$ cat src/rtl/box_frame_sequencer.sv
// Frame-paced erase/move/redraw sequencer for the bouncing-box VGA datapath.
// Optional build macro TRAIL_EN: draw-then-move sequence without erasing (leaves a trail).
module box_frame_sequencer #(
    parameter int FRAME_CYCLES = 833334,
    parameter int BOX_W        = 4,
    parameter int BOX_H        = 4,
    parameter int X_MAX        = 156,
    parameter int Y_MAX        = 116
) (
    input  logic       clk,
    input  logic       reset,
    input  logic       enable,
    input  logic [2:0] colour_in,
    output logic [7:0] x,
    output logic [6:0] y,
    output logic [2:0] colour,
    output logic       plot,
    output logic       busy,
    output logic       frame_done,
    output logic       overrun
);

    localparam int             CW       = (FRAME_CYCLES > 2) ? $clog2(FRAME_CYCLES) : 1;
    localparam logic [CW-1:0]  CNT_LAST = CW'(FRAME_CYCLES - 1);
    localparam logic [3:0]     OX_LAST  = 4'(BOX_W - 1);
    localparam logic [3:0]     OY_LAST  = 4'(BOX_H - 1);
    localparam logic [7:0]     XM       = 8'(X_MAX);
    localparam logic [6:0]     YM       = 7'(Y_MAX);

    typedef enum logic [2:0] {
        S_IDLE,
        S_CLEAR,
        S_MOVE,
        S_DRAW,
        S_DONE
    } state_t;

    state_t        state, state_d;
    logic [CW-1:0] frame_cnt;
    logic          tick;
    logic [7:0]    pos_x, pos_x_d;
    logic [6:0]    pos_y, pos_y_d;
    logic          dir_x, dir_x_d, dir_y, dir_y_d;
    logic [2:0]    col_q, col_d;
    logic [3:0]    off_x, off_x_d, off_y, off_y_d;
    logic          scan_last, nx, ny;
    logic [7:0]    x_d;
    logic [6:0]    y_d;
    logic [2:0]    colour_d;
    logic          plot_d, busy_d, done_d, overrun_d;

    assign tick = enable && (frame_cnt == CNT_LAST);

    always_ff @(posedge clk or posedge reset) begin
        if (reset) begin
            frame_cnt <= '0;
        end else if (enable) begin
            frame_cnt <= tick ? '0 : frame_cnt + 1'b1;
        end
    end

    always_comb begin
        state_d   = state;
        pos_x_d   = pos_x;
        pos_y_d   = pos_y;
        dir_x_d   = dir_x;
        dir_y_d   = dir_y;
        col_d     = col_q;
        off_x_d   = off_x;
        off_y_d   = off_y;
        scan_last = (off_x == OX_LAST) && (off_y == OY_LAST);
        nx        = (pos_x == XM) ? 1'b0 : (pos_x == 8'd0) ? 1'b1 : dir_x;
        ny        = (pos_y == YM) ? 1'b0 : (pos_y == 7'd0) ? 1'b1 : dir_y;

        case (state)
            S_IDLE: begin
                if (tick) begin
                    col_d   = colour_in;
                    off_x_d = 4'd0;
                    off_y_d = 4'd0;
`ifdef TRAIL_EN
                    state_d = S_DRAW;
`else
                    state_d = S_CLEAR;
`endif
                end
            end
            S_CLEAR, S_DRAW: begin
                if (scan_last) begin
                    off_x_d = 4'd0;
                    off_y_d = 4'd0;
`ifdef TRAIL_EN
                    state_d = S_MOVE;
`else
                    state_d = (state == S_CLEAR) ? S_MOVE : S_DONE;
`endif
                end else if (off_x == OX_LAST) begin
                    off_x_d = 4'd0;
                    off_y_d = off_y + 4'd1;
                end else begin
                    off_x_d = off_x + 4'd1;
                end
            end
            S_MOVE: begin
                // Bouncing at an edge forces the direction away from it; corners flip both axes.
                dir_x_d = nx;
                dir_y_d = ny;
                pos_x_d = nx ? pos_x + 8'd1 : pos_x - 8'd1;
                pos_y_d = ny ? pos_y + 7'd1 : pos_y - 7'd1;
                off_x_d = 4'd0;
                off_y_d = 4'd0;
`ifdef TRAIL_EN
                state_d = S_DONE;
`else
                state_d = S_DRAW;
`endif
            end
            S_DONE: begin
                state_d = S_IDLE;
            end
            default: begin
                state_d = S_IDLE;
            end
        endcase

        // Outputs are derived from the next state so they register alongside it (Moore, 1-cycle tick latency).
        plot_d    = (state_d == S_CLEAR) || (state_d == S_DRAW);
        x_d       = pos_x_d + {4'd0, off_x_d};
        y_d       = pos_y_d + {3'd0, off_y_d};
        colour_d  = (state_d == S_DRAW) ? col_d : 3'd0;
        busy_d    = (state_d != S_IDLE);
        done_d    = (state_d == S_DONE);
        overrun_d = overrun | (tick && (state != S_IDLE));
    end

    always_ff @(posedge clk or posedge reset) begin
        if (reset) begin
            state      <= S_IDLE;
            pos_x      <= 8'd0;
            pos_y      <= 7'd0;
            dir_x      <= 1'b1;
            dir_y      <= 1'b1;
            col_q      <= 3'd0;
            off_x      <= 4'd0;
            off_y      <= 4'd0;
            x          <= 8'd0;
            y          <= 7'd0;
            colour     <= 3'd0;
            plot       <= 1'b0;
            busy       <= 1'b0;
            frame_done <= 1'b0;
            overrun    <= 1'b0;
        end else begin
            state      <= state_d;
            pos_x      <= pos_x_d;
            pos_y      <= pos_y_d;
            dir_x      <= dir_x_d;
            dir_y      <= dir_y_d;
            col_q      <= col_d;
            off_x      <= off_x_d;
            off_y      <= off_y_d;
            x          <= x_d;
            y          <= y_d;
            colour     <= colour_d;
            plot       <= plot_d;
            busy       <= busy_d;
            frame_done <= done_d;
            overrun    <= overrun_d;
        end
    end

endmodule

$ cat config.mk
export PLATFORM = sky130hd
export DESIGN_NAME = box_frame_sequencer
export DESIGN_NICKNAME = d
export VERILOG_FILES = /design/src/rtl/box_frame_sequencer.sv
export SDC_FILE = /design/constraint.sdc
export NUM_CORES = 1
export LEC_CHECK = 0
export BUFFER_PORTS_ARGS = -buffer_cell sky130_fd_sc_hd__buf_4
export CAP_MARGIN = 20
export CORE_MARGIN = 2
export CORE_UTILIZATION = 60
export DETAILED_ROUTE_END_ITERATION = 10
export PLACE_DENSITY = 0.84
export REMOVE_ABC_BUFFERS = 1
export SYNTH_ARGS = -nofsm -noshare
export SYNTH_HDL_FRONTEND = slang
export SYNTH_SLANG_ARGS = --single-unit
$ cat constraint.sdc
create_clock -name clk -period 5.8 [get_ports clk]
set_input_delay 0.58 -clock clk [delete_from_list [all_inputs] [get_ports clk]]
set_output_delay 0.58 -clock clk [all_outputs]
set_load 0.1 [all_outputs]
== After elaboration in Yosys (flattened, before gate mapping) ==
Index checks and enable logic that the tools add are counted.
Storage, ports and cells
  logic and storage cells: 71
  register bits after elaboration: 73
  bits of input ports: 6
Cells by class
  equal/unequal tests: 11
  bitwise logic cells: 1
  muxes and demuxes: 24
  add/subtract/negate cells: 9
  reductions and logical operators: 10
Operators by type and width (number)
  $mux 4: 6
  $pmux 4 s3: 2
  $add 20x1->20 const B: 1
  $eq 20x20->1 const B: 1
  $mux 20: 1
  $mux 3: 6
  $mux 8: 2
  $mux 7: 2
  $eq 3x2->1 const B: 3
  $pmux 3 s3: 1
  $add 4x1->4 const B: 2
  $add 8x1->8 const B: 1
  $add 8x4->8: 1
  $eq 4x2->1 const B: 2
  $eq 8x8->1 const B: 1
  $logic_not 8->1: 1
  $sub 8x1->8 const B: 1
  $add 7x1->7 const B: 1
  $add 7x4->7: 1
  $eq 7x7->1 const B: 1
  $logic_not 7->1: 1
  $sub 7x1->7 const B: 1
  $eq 3x1->1 const B: 2
  $reduce_bool 3->1: 2
  other kinds (7): 12

== Longest topological paths before layout ==
Gate-level depths: netlist (run 1).
  depth in word-level cells: 6
  gate-level depth with buffers: 18

== Least setup slack after synthesis (run 1) ==
OpenSTA, ideal clock, no wires.
  kind: register to register
  start point: register pos_x[1]
  end point: register x[7]
  data arrival time: 3073 ps
  cell stages (with the launch flop): 13
  setup slack: 2600 ps
  required time: 5673 ps
  path through: dfrtp_1 -> or4_4 -> nor4_2 -> a2bb2oi_2 -> inv_1 -> ha_1 -> a21oi_1 -> nand2_1 -> a311oi_1 -> xor2_1 -> o21ai_0 -> o2111ai_1 -> xnor2_1
On the way
  word-level cells in the longest chain between the ends: 6
  elaborated cells on any way between the ends: 9
  classes of those cells: add/sub: 3; eq/ne: 1; mux: 4; reduce/logical: 1
RTL lines
  from (decl): line 41  | logic [7:0] pos_x, pos_x_d;
  from (signal assigned): line 155  | pos_x <= pos_x_d;
  $logic_not 8->1: line 72  | nx = (pos_x == XM) ? 1'b0 : (pos_x == 8'd0) ? 1'b1 : dir_x;
  $mux 1: line 72
  $mux 1 *: line 72
  named net nx: line 46  | logic scan_last, nx, ny;
  $mux 8 *: line 108  | pos_x_d = nx ? pos_x + 8'd1 : pos_x - 8'd1;
  $mux 8 *: line 75  | case (state)
  named net pos_x_d[5]: line 41
  $add 8x4->8 *: line 128  | x_d = pos_x_d + {4'd0, off_x_d};
  named net x_d[7]: line 47  | logic [7:0] x_d;
  to (signal assigned): line 146  | x <= 8'd0;
  to (signal assigned): line 162  | x <= x_d;
  to (decl): line 14  | output logic [7:0] x,
The timed path passes the listed nets; every way through them passes the cells marked *.
A chain may end at the register's enable or synchronous reset.

== Final worst setup path (run 1) ==
Ends and elaborated chain as after synthesis.

==> results of run 1 <==
-- cell families after synthesis --
group | share of synthesized area, %
fa+ha+maj | 10.6
buf+inv | 2.67
xor+xnor | 8.90
flops | 47.7
simple gates | 18.4
compound gates | 10.5
mux | 1.27
-- per-layer routing --
layer  track usage [%]  share of wire (%)
met1              30.3                 45
met2              37.5                 49
met3              4.85                3.5
met4              10.4                2.4
met5                 0                  0
-- cell usage in the layout, fill, tap and decap left out, types with 3 or more instances in the layout --
master	synthesis	layout
mux2_2	3	3
inv_1	20	19
clkbuf_8	0	9
ha_1	26	26
dfrtp_1	71	71
xnor2_1	18	18
buf_4	1	28
or3_1	3	3
a21oi_1	11	11
nor3_1	5	5
xor2_1	21	21
nand3_1	19	19
nand4_1	7	7
nor3b_1	5	5
and3_1	4	4
nand2_1	35	35
o21ai_0	27	27
nand2b_1	6	6
a31oi_1	3	3
nor2b_1	14	14
nor2_1	23	23
fa_1	4	4
a21o_1	4	4
-- worst max-delay path, cell delays in order, from the launching register on --
cell and delay, ns:
dfrtp_1 0.43, or4_4 0.56, nor4_2 0.24, a2bb2oi_2 0.25
inv_1 0.19, ha_1 0.36, a21oi_1 0.20, nand2_1 0.09
a311oi_1 0.32, xor2_1 0.11, o21ai_0 0.42, o2111ai_1 0.21
xnor2_1 0.16
-- synth_stat cells, types with 2 or more instances --
cell,count
a31oi_1,3
a21o_1,4
fa_1,4
nand3_1,19
xnor2_1,18
o31ai_1,2
clkbuf_1,4
nand2b_1,6
xor2_1,21
nor3b_1,5
mux2_2,3
nand2_1,35
a21boi_0,2
nand4_1,7
a22oi_1,2
ha_1,26
o21ai_0,27
dfrtp_1,71
nand3b_1,2
or3_1,3
nor2_1,23
a21oi_1,11
nor2b_1,14
nor3_1,5
and3_1,4
dfstp_2,2
inv_1,20
-- stage by stage --
stage	power, uW	instances	utilization (%)	setup WS (ns)	instance area, sq um
after floorplan	591	366	-	2.53	3810
after global placement	605	471	65.6	2.30	4120
after detailed placement	610	471	65.6	2.19	4120
after CTS	1040	487	69.1	2.15	4340
after global routing	1080	487	69.1	1.81	4340
final	1040	487	69.1	2.13	4340
-- flip-flops by register name, indices dropped and copies added, names as in the netlist, 3 cells and up --
register	flops
pos_y	7
off_y	4
y	7
frame_cnt	20
colour	3
off_x	4
col_q	3
pos_x	8
x	8
state	3
-- layout make-up --
type / instances / area, sq um
multi-input cells: 272 / 1900
inverters: 21 / 80.1
well taps: 77 / 96.3
clock buffers: 10 / 128
flip-flops and latches: 73 / 1830
clock inverters: 6 / 90.1
fillers: 471 / 1940
repair buffers: 28 / 210
-- power breakdown --
| group | total, uW | switching [uW] | internal (uW) |
|---|---|---|---|
| clock network | 435 | 191 | 244 |
| registers | 548 | 22.3 | 526 |
| logic | 52.9 | 31.6 | 21.3 |
-- worst paths after layout --
check,start,endpoint,slack [ns],cells past startpoint
min reg2reg,frame_cnt[14],frame_cnt[14],0.49,1
min,enable,frame_cnt[0],0.46,2
max in group asynchronous,reset,x[7],4.72,3
max,pos_x[1],x[7],2.13,12
min in group asynchronous,reset,frame_cnt[19],0.49,3
max reg2reg,pos_x[1],x[7],2.13,12
==> flow_metrics.tcl, run 1 <==
set metrics [dict create \
    status "finished, final reports clean" \
    syn-instance-count 371 \
    grtUsageTotal_pct 23.2 \
    synth_top_cells_by_area "dfrtp_1 46%, ha_1 8.5%, xor2_1 4.8%, xnor2_1 4.1%, o21ai_0 3.5%" \
    cp-start-kind "register" \
    cts.path.max_buffers 2 \
    cellLeakagePower_uw 0.00214 \
    crit_arrival_ns 3.89 \
    max_freq_ghz 0.273 \
    worstPathMaxFanout 8 \
    start_util_pct 61.1 \
    drive_gt1_share_pct 14.4 \
    routed_wl_um 7400 \
    critPathKind "register to register" \
    synth_edf_count 0 \
    cts_resized 0 \
    drv_slew 0 \
    grt_max_degree 74 \
    synthToLayoutAreaGrowth_pct 13.1 \
    yosysUniqueCellTypes 55 \
    cts_tree "yes" \
    detail_route.vias_per_cell 5.69 \
    clk_pin_slew_ns 0.08 \
    fp.coreArea_sq_um 6280 \
    async_reset_ff_share_pct 100 \
    period_share_pct 63.3 \
    syn_area_per_cell_sq_um 10.3 \
    htreeDepth 3 \
    worstPathRequired_ns 6.02 \
    final_hold_viol_count 0 \
    place_hpwl_um 5250 \
    synth_warnings 0 \
    cts_buffers 9 \
    cts_setup_buffers 0 \
    wl_per_cell_um 15.2 \
    place_congestion 0.838 \
    rsz0062_at_grt "false" \
    portBuffers 27 \
    clock_latency_ns 0.35 \
    overflow 0 \
    skew_ns 0.0104 \
    ys_seq_area_share_pct 47.7 \
    whs_ns 0.455 \
    antenna_found_initial 0 \
    first_global_vias 2831 \
    antenna_cells 0 \
    cap_violations 0 \
    drc 0 \
    max_slew_margin_pct 41.3 \
    final_antenna_net_count 0 \
    power_density_nw_per_um2 239 \
    finalCriticalPeriod_ns 3.67 \
    die_area_sq_um 7050 \
    ir_drop_uv 165 \
    cts_hold_buf 0 \
    drt_iter0_markers 122 \
    synth-main-ff-cell "dfrtp_1" \
    fin_setup_tns_ns 0 \
    die-width_um 84.0 \
    end_kind "register" \
    dr.pass1.iters 4 \
    ioPinCount 28 \
    grt_pass1_wl_um 13000 \
    final_nets 441 \
    worst_pin_slew_ns 0.880 \
    setup_viol 0 \
    clkSinkCount 73 \
    vias 2773 \
    die_height_um 84.0 \
    yosys.area.top_type_share_pct 46.3 \
    clk_root_buffer_cell "clkbuf_8" \
    synth_top_cell_by_area "dfrtp_1" \
    rows 29 \
    synth.cell_area_sq_um 3840 \
    synth_seq_cells 73 \
    worstHoldPathType "primary input to register" \
]
Power figures use the tool's default switching activity.
==> inputs of run 2 (changes only) <==
==> constraint.sdc (replaced) <==
create_clock -name clk -period 3.5 [get_ports clk]
set_input_delay 0.35 -clock clk [delete_from_list [all_inputs] [get_ports clk]]
set_output_delay 0.35 -clock clk [all_outputs]
set_load 0.1 [all_outputs]
==> run 2 against run 1 <==
  * Flip-flop and latch count stayed put
  * Routed wire length is 2.3% higher
  * Cell area is 3.4% higher
  * Critical path depth is 1 higher
  * Clock-buffer cell count is 2 higher
  * Worst hold slack worse by 0.22 ns
  * Largest cell class unchanged
  * Largest power group unchanged
  * Global-route usage is 0.10 points lower
  * Setup slack worse by 2.0 ns
==> flow_metrics.tcl, run 2 (synthesis results as in run 1) <==
set metrics [dict create \
    min_to "frame_cnt[0]" \
    preCtsSetupSlack_ns -0.0502 \
    worstPathRequired_ns 3.77 \
    detail_route.vias_per_cell 5.76 \
    crit_arrival_ns 3.62 \
    cts_tree "yes" \
    ir_drop_uv 299 \
    finalCriticalPeriod_ns 3.35 \
    clkSinkCount 73 \
    die_area_sq_um 7050 \
    r2r-start "pos_x[1]" \
    worstPathMaxFanout 4 \
    clock_latency_ns 0.35 \
    htreeDepth 3 \
    antenna_cells 0 \
    dp.cells 476 \
    period_share_pct 95.8 \
    cts.path.max_buffers 2 \
    final_nets 453 \
    dr.pass1.iters 4 \
    grt_pass1_wl_um 13000 \
    drc 0 \
    final_hold_viol_count 0 \
    drt_iter0_markers 105 \
    synthToLayoutAreaGrowth_pct 16.9 \
    r2r_slack_ns 0.15 \
    overflow 0 \
    setup_viol 0 \
    rows 29 \
    reg.largest.list "frame_cnt: 20 flops, pos_x: 8 flops, x: 8 flops" \
    max_freq_ghz 0.298 \
    status "finished, final reports clean" \
    worst_pin_slew_ns 0.570 \
    final_cell_mix "71 x dfrtp_1, 38 x buf_4, 35 x nand2_1" \
    place_hpwl_um 5410 \
    die_height_um 84.0 \
    final_common_cell "dfrtp_1" \
    clk_root_buffer_cell "clkbuf_8" \
    cts_buffers 9 \
    start_util_pct 61.1 \
    cellLeakagePower_uw 0.00221 \
    largest_reg_flops 20 \
    whs_path_depth 2 \
    setup_ws_ns 0.146 \
    ioPinCount 28 \
    end_kind "register" \
    fin_util_pct 71.4 \
    fp.coreArea_sq_um 6280 \
    antenna_found_initial 0 \
    grt_max_degree 50 \
    cp-start-kind "register" \
    power_density_nw_per_um2 386 \
    cap_violations 0 \
    worstHoldPathType "primary input to register" \
    rr_worst_depth 13 \
    wl_per_cell_um 15.2 \
    hp-start "enable" \
    totalPowerFinal_uw 1730 \
    worstReg2RegEnd "x[7]" \
    instances_no_fill 499 \
    final_antenna_net_count 0 \
    drv_slew 0 \
    max_slew_margin_pct 61.9 \
    first_global_vias 2880 \
    clk_pin_slew_ns 0.08 \
    drive_gt1_share_pct 18.0 \
    skew_ns 0.00922 \
    die-width_um 84.0 \
    portBuffers 27 \
    critPathKind "register to register" \
    vias 2876 \
    routed_wl_um 7570 \
    place_congestion 0.859 \
    regMostFlops "frame_cnt" \
    grtUsageTotal_pct 23.1 \
]
-- run 2: worst max path at each step --
stage / start / end / depth (start not counted)
floorplan: frame_cnt[11] / x[7] / 13
global placement: pos_x[1] / x[7] / 12
detailed placement: pos_x[1] / x[7] / 12
CTS: pos_x[1] / x[7] / 12
global route: pos_x[1] / x[6] / 13
finish: pos_x[1] / x[7] / 13
-- run 2: per-stage QoR --
stage / cell area (sq um) / setup TNS [ns] / hold slack, ns
global placement: 4160 / 0 / 0.473
floorplan: 3810 / 0 / 0.446
detailed placement: 4160 / -0.0621 / 0.468
finish: 4480 / 0 / 0.232
global route: 4480 / -0.0888 / 0.224
CTS: 4390 / 0 / 0.224
-- run 2: what timing repair did --
item	CTS	global route
setup buffers	1	4
hold buffers	0	1
endpoints found under the setup margin	3	5
hold endpoints to repair	0	6
pin swaps	1	5
gates resized for setup	2	12
-- run 2: critical path, cell delays in order (launching register included) --
cell,delay (ns)
dfrtp_1,0.42
or4_4,0.57
nor4_4,0.17
a2bb2oi_2,0.21
buf_4,0.15
fa_1,0.43
o21ai_2,0.20
buf_4,0.14
ha_1,0.21
a21o_1,0.19
a21oi_2,0.16
nor2b_1,0.09
o2111ai_2,0.19
xnor2_1,0.14
-- run 2: report_power, final --
part / switching (uW) / leakage [uW] / internal [uW]
sequential: 32.9 / 0.000948 / 871
clock: 310 / 0.000107 / 423
combinational: 53.5 / 0.00116 / 39.3
total: 396 / 0.00221 / 1330
-- run 2: layer usage --
layer	global-route usage, %	part of all wire (%)
met1	29.1	45
met3	5.64	3.7
met2	37.7	48
met4	10.6	2.9
met5	0	0
-- run 2: area by class of cell --
cell class,count,area (sq um)
Fill cell,459,1790
Timing Repair Buffer,40,315
Inverter,21,80.1
Clock buffer,12,145
Clock inverter,4,76.3
Tap cell,77,96.3
Multi-Input combinational cell,272,1940
Sequential cell,73,1830
==> inputs of run 3 (changes only) <==
--- a/config.mk
+++ b/config.mk
@@ -5,12 +5,11 @@
 export SDC_FILE = /design/constraint.sdc
 export NUM_CORES = 1
 export LEC_CHECK = 0
-export BUFFER_PORTS_ARGS = -buffer_cell sky130_fd_sc_hd__buf_4
 export CAP_MARGIN = 20
-export CORE_MARGIN = 2
 export CORE_UTILIZATION = 60
 export DETAILED_ROUTE_END_ITERATION = 10
-export PLACE_DENSITY = 0.84
+export DONT_BUFFER_PORTS = 1
+export PLACE_DENSITY = 0.81
 export REMOVE_ABC_BUFFERS = 1
 export SYNTH_ARGS = -nofsm -noshare
 export SYNTH_HDL_FRONTEND = slang
==> run 3 against run 2 <==
  * The flow now finishes with violations (negative hold slack)
  * Register-to-register slack got worse by 0.03 ns
  * Critical path depth shrank 2
  * Clock power is 13% higher
  * Flip-flop and latch count stayed put
  * Total power is 5.0% higher
  * Worst hold slack got worse by 0.25 ns
  * Setup slack worse by 0.026 ns
  * Non-clock buffer count down 29
  * First-iteration DRC count is 12% lower
==> flow_metrics.tcl, run 3 (synthesis results as in run 1) <==
set metrics [dict create \
    r2r-start "pos_x[1]" \
    clkPwrFrac_pct 45.6 \
    fp.coreArea_sq_um 6060 \
    htreeDepth 3 \
    place_congestion 0.828 \
    clk_pin_slew_ns 0.07 \
    period_share_pct 96.6 \
    final_common_cell "dfrtp_1" \
    cts_hold_buf 0 \
    end_kind "register" \
    dp.cells 449 \
    swShare_pct 21.8 \
    reg.largest.list "frame_cnt: 20 flops, pos_x: 8 flops, x: 8 flops" \
    worstReg2RegEnd "x[7]" \
    worstHoldPathType "primary input to async pin" \
    setup_viol 0 \
    critPathKind "register to register" \
    worstPathMaxFanout 8 \
    ir_drop_uv 278 \
    wl_per_cell_um 16.2 \
    grtUsageTotal_pct 25.6 \
    rows 28 \
    cts_tree "yes" \
    fin_util_pct 70.6 \
    preCtsSetupSlack_ns 0.0127 \
    place_hpwl_um 5370 \
    cts.path.max_buffers 2 \
    place_area_sq_um 3970 \
    drc 0 \
    switchingPower_uw 396 \
    instances_no_fill 468 \
    die_height_um 82.0 \
    detail_route.vias_per_cell 5.79 \
    postLayoutCellArea_sq_um 4280 \
    cellLeakagePower_uw 0.00207 \
    final_cell_mix "71 x dfrtp_1, 35 x nand2_1, 26 x ha_1" \
    worst_pin_slew_ns 0.920 \
    crit_arrival_ns 3.62 \
    max_slew_margin_pct 38.7 \
    setup_ws_ns 0.120 \
    ioPinCount 28 \
    largest_reg_flops 20 \
    drt_iter0_markers 92 \
    vias 2712 \
    rr_worst_depth 11 \
    antenna_cells 0 \
    die_area_sq_um 6720 \
    final_antenna_net_count 0 \
    portBuffers 0 \
    grt_pass1_wl_um 12700 \
    first_global_vias 2721 \
    violations "negative hold slack" \
    max_freq_ghz 0.296 \
    skew_ns 0.00804 \
    cts_buffers 9 \
    synthToLayoutAreaGrowth_pct 11.5 \
    overflow 0 \
    clk_root_buffer_cell "clkbuf_8" \
    final_hold_viol_count 28 \
    final_nets 424 \
    grt_max_degree 36 \
    whs_ns -0.0187 \
    routed_wl_um 7580 \
    r2r_slack_ns 0.12 \
    worstPathRequired_ns 3.74 \
    clock_latency_ns 0.35 \
    cap_violations 0 \
    regMostFlops "frame_cnt" \
    start_util_pct 63.3 \
    die-width_um 82.0 \
    drive_gt1_share_pct 12.2 \
    power_density_nw_per_um2 425 \
    antenna_found_initial 0 \
    internal-power_uw 1420 \
    clkSinkCount 73 \
    drv_slew 0 \
    p_comb_share_pct 4.5 \
    seqPwrFrac_pct 49.9 \
    status "finished, violations left" \
    cp-start-kind "register" \
    dr.pass1.iters 4 \
    nFillCells 432 \
    finalCriticalPeriod_ns 3.38 \
]
==> run 3: critical path, cell delays in order, from the launching register on <==
cell and delay (ns):
dfrtp_1 0.41, or4_4 0.56, nor4_4 0.16, a2bb2oi_2 0.25
inv_2 0.13, ha_1 0.39, a2111o_1 0.43, o21ai_0 0.27
xor2_1 0.21, nand2_1 0.09, xnor2_1 0.25, xnor2_1 0.11
==> run 3: what timing repair did <==
item / in CTS / in global routing
setup buffers: 0 / 3
resized for setup: 0 / 12
setup endpoints to repair: 2 / 6
gates cloned: 0 / 0
pin swaps: 1 / 4
==> run 3: worst max-delay path by stage <==
| stage | startpoint | end | slack, ns |
|---|---|---|---|
| 4_1_cts | pos_x[1] | x[7] | 0.01 |
| 6_report | pos_x[1] | x[7] | 0.12 |
| 3_5_place_dp | pos_x[1] | x[5] | 0.01 |
| 5_1_grt | pos_x[1] | x[7] | -0.006 |
| 3_3_place_gp | pos_x[1] | x[7] | 0.19 |
| 2_1_floorplan | frame_cnt[11] | x[7] | 0.23 |
==> run 3: routing by layer <==
layer	track usage [%]	vias to the layer above	share of wire, %	wire length [um]
met5	0	-	0	0
met4	9.82	0	1.7	127
met3	7.44	12	3.9	298
met2	42.3	48	49	3710
met1	31.7	1325	45	3440
li1	-	1327	-	-
==> run 3: area by class of cell <==
type / count / area, sq um / area share, %
multi-input combinational: 272 / 1940 / 45.3
sequential: 73 / 1830 / 42.8
tap: 75 / 93.8 / 2.19
timing repair buffer: 11 / 82.6 / 1.93
inverter: 21 / 80.1 / 1.87
clock buffer: 12 / 155 / 3.63
clock inverter: 4 / 98.8 / 2.31
==> run 3: stage by stage <==
stage | total power, uW | TNS (ns)
floorplan | 979 | 0
global placement | 996 | 0
detailed placement | 1000 | 0
CTS | 1830 | 0
global route | 1880 | -0.00620
finish | 1820 | 0
==> run 3: power by group through the flow <==
stage / Clock (uW) / Sequential [uW] / Combinational (uW)
floorplan: 0 / 913 / 65.3
global placement: 0 / 918 / 78.3
detailed placement: 0 / 921 / 84.0
CTS: 839 / 905 / 83.8
global route: 876 / 910 / 95.5
finish: 828 / 906 / 81.7
